$ cat src/rtl/parity_frame_tx.sv
`default_nettype none
// +----------------------------------------------------------------------------+
// | Module      : parity_frame_tx                                              |
// | Description : Accepts a parallel word on a valid/ready handshake, shifts   |
// |               it out LSB first one bit per clock and appends a single      |
// |               even/odd parity bit. Frame = WIDTH data bits + 1 parity.     |
// | Revision    : 1.0 - initial release                                        |
// +----------------------------------------------------------------------------+
module parity_frame_tx #(
  parameter int WIDTH = 8,  // data bits per frame (>= 2)
  parameter int ODD   = 0   // 0 = even parity, 1 = odd parity
) (
  input  logic             clk,
  input  logic             rst,
  input  logic             in_valid,
  input  logic [WIDTH-1:0] in_data,
  output logic             in_ready,
  output logic             ser_out,
  output logic             ser_valid,
  output logic             ser_last,
  output logic             busy
);

  localparam int               CNT_W    = $clog2(WIDTH);
  localparam logic [CNT_W-1:0] CNT_LAST = CNT_W'(WIDTH - 1);
  localparam logic             ACC_INIT = 1'(ODD);

  typedef enum logic [1:0] {
    S_IDLE   = 2'd0,
    S_DATA   = 2'd1,
    S_PARITY = 2'd2
  } state_t;

  state_t           state;
  logic [WIDTH-1:0] shreg;
  logic [CNT_W-1:0] cnt;
  logic             acc;
  logic             accept;

  // A new word may be taken while idle or during the parity cycle, so
  // back-to-back frames run with no gap; never while reset is asserted.
  assign in_ready = !rst && ((state == S_IDLE) || (state == S_PARITY));
  assign accept   = in_valid && in_ready;

  // Frame sequencer; outputs are registered so they describe the state entered.
  always_ff @(posedge clk) begin
    if (rst) begin
      state     <= S_IDLE;
      shreg     <= '0;
      cnt       <= '0;
      acc       <= 1'b0;
      ser_out   <= 1'b0;
      ser_valid <= 1'b0;
      ser_last  <= 1'b0;
      busy      <= 1'b0;
    end else begin
      case (state)
        S_IDLE, S_PARITY: begin
          if (accept) begin
            shreg     <= in_data;
            cnt       <= '0;
            acc       <= ACC_INIT;
            state     <= S_DATA;
            // Bit 0 of the new word is presented in the very next cycle.
            ser_out   <= in_data[0];
            ser_valid <= 1'b1;
            ser_last  <= 1'b0;
            busy      <= 1'b1;
          end else begin
            state     <= S_IDLE;
            ser_out   <= 1'b0;
            ser_valid <= 1'b0;
            ser_last  <= 1'b0;
            busy      <= 1'b0;
          end
        end
        S_DATA: begin
          acc       <= acc ^ shreg[0];
          shreg     <= shreg >> 1;
          ser_valid <= 1'b1;
          busy      <= 1'b1;
          if (cnt == CNT_LAST) begin
            // Last data bit leaving: fold it into the accumulator and emit parity.
            state    <= S_PARITY;
            ser_out  <= acc ^ shreg[0];
            ser_last <= 1'b1;
          end else begin
            // Next bit to present is the one about to become shreg[0].
            cnt      <= cnt + 1'b1;
            ser_out  <= shreg[1];
            ser_last <= 1'b0;
          end
        end
        default: begin
          state     <= S_IDLE;
          ser_out   <= 1'b0;
          ser_valid <= 1'b0;
          ser_last  <= 1'b0;
          busy      <= 1'b0;
        end
      endcase
    end
  end

endmodule
`default_nettype wire

$ cat config.mk
export PLATFORM = sky130hd
export DESIGN_NAME = parity_frame_tx
export DESIGN_NICKNAME = d
export VERILOG_FILES = /design/src/rtl/parity_frame_tx.sv
export SDC_FILE = /design/constraint.sdc
export NUM_CORES = 1
export LEC_CHECK = 0
export CAP_MARGIN = 20
export CORE_MARGIN = 2
export CORE_UTILIZATION = 52
export CTS_CLUSTER_SIZE = 24
export DETAILED_ROUTE_END_ITERATION = 8
export PLACE_DENSITY = 0.81
export SLEW_MARGIN = 30
export SYNTH_ARGS = -nofsm -noshare
export SYNTH_HDL_FRONTEND = slang
export SYNTH_SLANG_ARGS = --single-unit
export TNS_END_PERCENT = 50
$ cat constraint.sdc
create_clock -name clk -period 2.56 [get_ports clk]
set_input_delay 0.512 -clock clk [delete_from_list [all_inputs] [get_ports clk]]
set_output_delay 0.512 -clock clk [all_outputs]
set_load 0.02 [all_outputs]
==> impl_results.md <==
* Worst-case clock skew at 0.001118 ns
* Post-detailed-routing wire length at 1443 µm
* Min setup slack post-route at 0.4264 ns
* Max-slew violations at 0
* Proportion of synthesized chip area in sequential cells at 43.52%
* DRC violations left at 0
* Gate Count Post-Synth at 82
* Last weighted congestion value of the routability-driven placer at 0.7392
* Initial core utilization at 57.92%
* Initial antenna violation count at 0
* Most numerous cell on the critical path: sky130_fd_sc_hd__clkdlybuf4s50_1
* Class of the most critical hold timing path: reg2reg
* Actual transition at the worst max-transition pin at 0.6956 ns
* Clock-pin slew of the registers on the worst-case setup and hold paths at 0.09 ns
* Cts-stage hold buffer count at 0
* Startpoint type of the worst setup path: input port
* Placed cell area at 915.9 µm²
* Unrepaired setup endpoints after global routing: false
* Count of placed standard cells including taps at 107
* Vias per cell at 5.640
* Area of the placeable core at 0.001350 mm²
* CTS Buf Count at 3
* Total I/O pin count at 16
* Later-pin clock latency in the skew report at 0.28 ns
* Fmax at 468.7 MHz
* Final #Nets at 110
* Root cell of the clock tree: sky130_fd_sc_hd__clkbuf_4
* Post-Syn Area at 782.0 µm²
* Most common library cell in the layout ignoring fill and taps: sky130_fd_sc_hd__dfxtp_1
* Critical Path, Cell by Cell: clkdlybuf4s50_1 > nor2_1 > clkdlybuf4s50_1
* Highest-delay cell along the critical path: sky130_fd_sc_hd__clkdlybuf4s50_1
* Number of global-route vias before repair at 595
* Total power per unit cell area at 557.4 mW/mm²
* CTS tree: done
* Maximum number of pins on one net before global-route repair at 20
* Number of rows in the core area at 13
* All-Layer GR Usage at 17.38%
* Status: complete, no violations
* Drt wl/cell at 13.00 µm
* Max-Slew Margin vs Limit at 53.53%
* Post-CTS setup-driven buffer insertion count at 0
* Routed vias at 626
* Setup CP Type: in2out
* Total buffers and inverters traversed by the critical path at 2
* Die area at 0.001830 mm²
* Final Hold Viols at 0
* Total setup violations reported at the end of the flow at 0
* Buffer levels on the longest clock path at 2
* Post-layout min period at 2.134 ns
* Routed wire length on met3 at 45 µm
* Wire length of the first global-routing pass at 2394 µm
* Post-Synthesis Mean Instance Area at 9.537 µm²
* Levels on crit path at 3
* Number of nets produced by synthesis at 95
* Data arrival time of the critical path at 1.62 ns
* Yosys Warn Count at 0
* Part of the cycle the worst path needs at 83.34%
* Top delay family on crit path: buffers and inverters
* Area growth from synthesis to final layout at 20.48%
* Die extent in x at 42.78 µm
* Leakage at 0.0003571 µW
* Grt ovf at 0
* Number of stages on the worst hold path at 2
* Estimated wirelength of the detail-placed design at 1011 µm
* Endpoint type of the worst setup path: output pin
* Most used cells in the layout excluding fill and tap cells: sky130_fd_sc_hd__dfxtp_1 (17), sky130_fd_sc_hd__nor2_1 (15), sky130_fd_sc_hd__clkdlybuf4s50_1 (15)
* Detailed-routed wire length on met2 at 678 µm
* CP required at 2.05 ns
* Clk sink count at 17
* Die outline height at 42.78 µm
* Antenna Diode Count at 0
* H-tree depth at 1
* Antenna Nets Post-Route at 0
* Layout cell share with drive strength beyond 1 at 13.54%
* Max incr delay on CP at 0.60 ns
* First-pass DRT Iterations at 4
* Logic depth of the worst register-to-register path at 3
* Place WS at 0.4341 ns
* Max-cap check violation count at 0
* Violation count after the first detailed-routing iteration at 7
* Max Fanout on Critical Path at 2
* Power consumption at 525.2 µW
* Number of instances resized during post-cts repair at 0
* Worst supply voltage drop on vdd at 0.3454 mV
* #FFs+latches synth at 17
* Port-buffer cells at 15
* Synth cell types at 26
* Setup TNS Final at 0 ns
* Final std cell area, no fill at 942.2 µm²
* Top layer used by detailed routing: met4
* Routed metal-1 wirelength at 699 µm
* Final cell count without fillers at 111
-- kinds of logic after synthesis --
logic type	synth area share, %
AO/OA/AOI/OAI	6.881
XOR/XNOR	1.120
adder cells (fa/ha/maj)	3.199
buffers and inverters	5.440
flip-flops	43.52
multiplexers	2.560
AND/OR/NAND/NOR	37.28
-- synth_stat cells --
library cell,instances,area (µm²)
sky130_fd_sc_hd__a31oi_1,1,6.260
sky130_fd_sc_hd__mux2i_1,2,20.02
sky130_fd_sc_hd__nor3_1,6,30.03
sky130_fd_sc_hd__nor3_2,1,10.01
sky130_fd_sc_hd__ha_1,2,25.02
sky130_fd_sc_hd__nor3b_1,2,15.01
sky130_fd_sc_hd__nand2b_1,2,12.51
sky130_fd_sc_hd__nand3b_1,3,22.52
sky130_fd_sc_hd__nor4_2,6,75.07
sky130_fd_sc_hd__buf_4,1,7.510
sky130_fd_sc_hd__a21o_1,1,7.510
sky130_fd_sc_hd__nor2b_1,1,6.260
sky130_fd_sc_hd__a211oi_1,1,7.510
sky130_fd_sc_hd__clkbuf_1,2,7.510
sky130_fd_sc_hd__nor2_1,15,56.30
sky130_fd_sc_hd__nor3b_2,1,12.51
sky130_fd_sc_hd__buf_6,2,22.52
sky130_fd_sc_hd__dfxtp_1,17,340.3
sky130_fd_sc_hd__nor3b_4,1,18.77
sky130_fd_sc_hd__nand2_1,5,18.77
sky130_fd_sc_hd__buf_2,1,5.000
sky130_fd_sc_hd__nand3_1,1,5.000
sky130_fd_sc_hd__or3b_1,1,8.760
sky130_fd_sc_hd__o31ai_1,1,7.510
sky130_fd_sc_hd__a21oi_1,5,25.02
sky130_fd_sc_hd__xor2_1,1,8.760
-- registers in the layout, summed over array words and instances (netlist names) --
name / count
shreg: 8
cnt: 3
state: 2
acc: 1
busy: 1
ser_last: 1
ser_out: 1
-- report_power, final --
group / internal (µW) / leakage [µW] / total (µW) / switching, µW
clock network: 60.5 / 0.0000150 / 139 / 78.1
logic: 47.1 / 0.000203 / 95.3 / 48.2
registers: 281 / 0.000139 / 291 / 10.7
total: 388 / 0.000357 / 525 / 137
-- layout make-up --
type / instances / area, µm²
Timing Repair Buffer: 16 / 157.7
Sequential cell: 17 / 340.3
Fill cell: 114 / 407.9
Clock buffer: 4 / 26.28
Tap cell: 15 / 18.77
Multi-Input combinational cell: 59 / 399.1
-- metrics by stage --
stage          utilization (%)  hold slack, ns
4_1_cts                  69.79          0.5054
2_1_floorplan                -          0.4647
6_report                 69.79          0.5013
3_5_place_dp             67.84          0.4858
3_3_place_gp             67.84          0.4775
5_1_grt                  69.79          0.5301
-- path summary, 6_finish.rpt --
kind	to	startpoint	slack (ns)
min reg2reg	cnt[1]	cnt[1]	0.50
min	cnt[1]	cnt[1]	0.50
max reg2reg	shreg[2]	state[0]	1.05
max	in_ready	rst	0.43
-- routing by layer --
| metal | track usage (%) | up-vias |
|---|---|---|
| met2 | 27.58 | 13 |
| met1 | 21.09 | 293 |
| met3 | 3.830 | 4 |
| met5 | 0 | - |
| met4 | 10.63 | 0 |
| li1 | - | 316 |
-- tightest hold or removal path, cell delays in order, from the launching register on --
cell and delay, ns:
sky130_fd_sc_hd__dfxtp_1 0.32, sky130_fd_sc_hd__nand3b_1 0.08, sky130_fd_sc_hd__a21oi_1 0.06
Note: power is estimated with default switching activity, not from simulation.
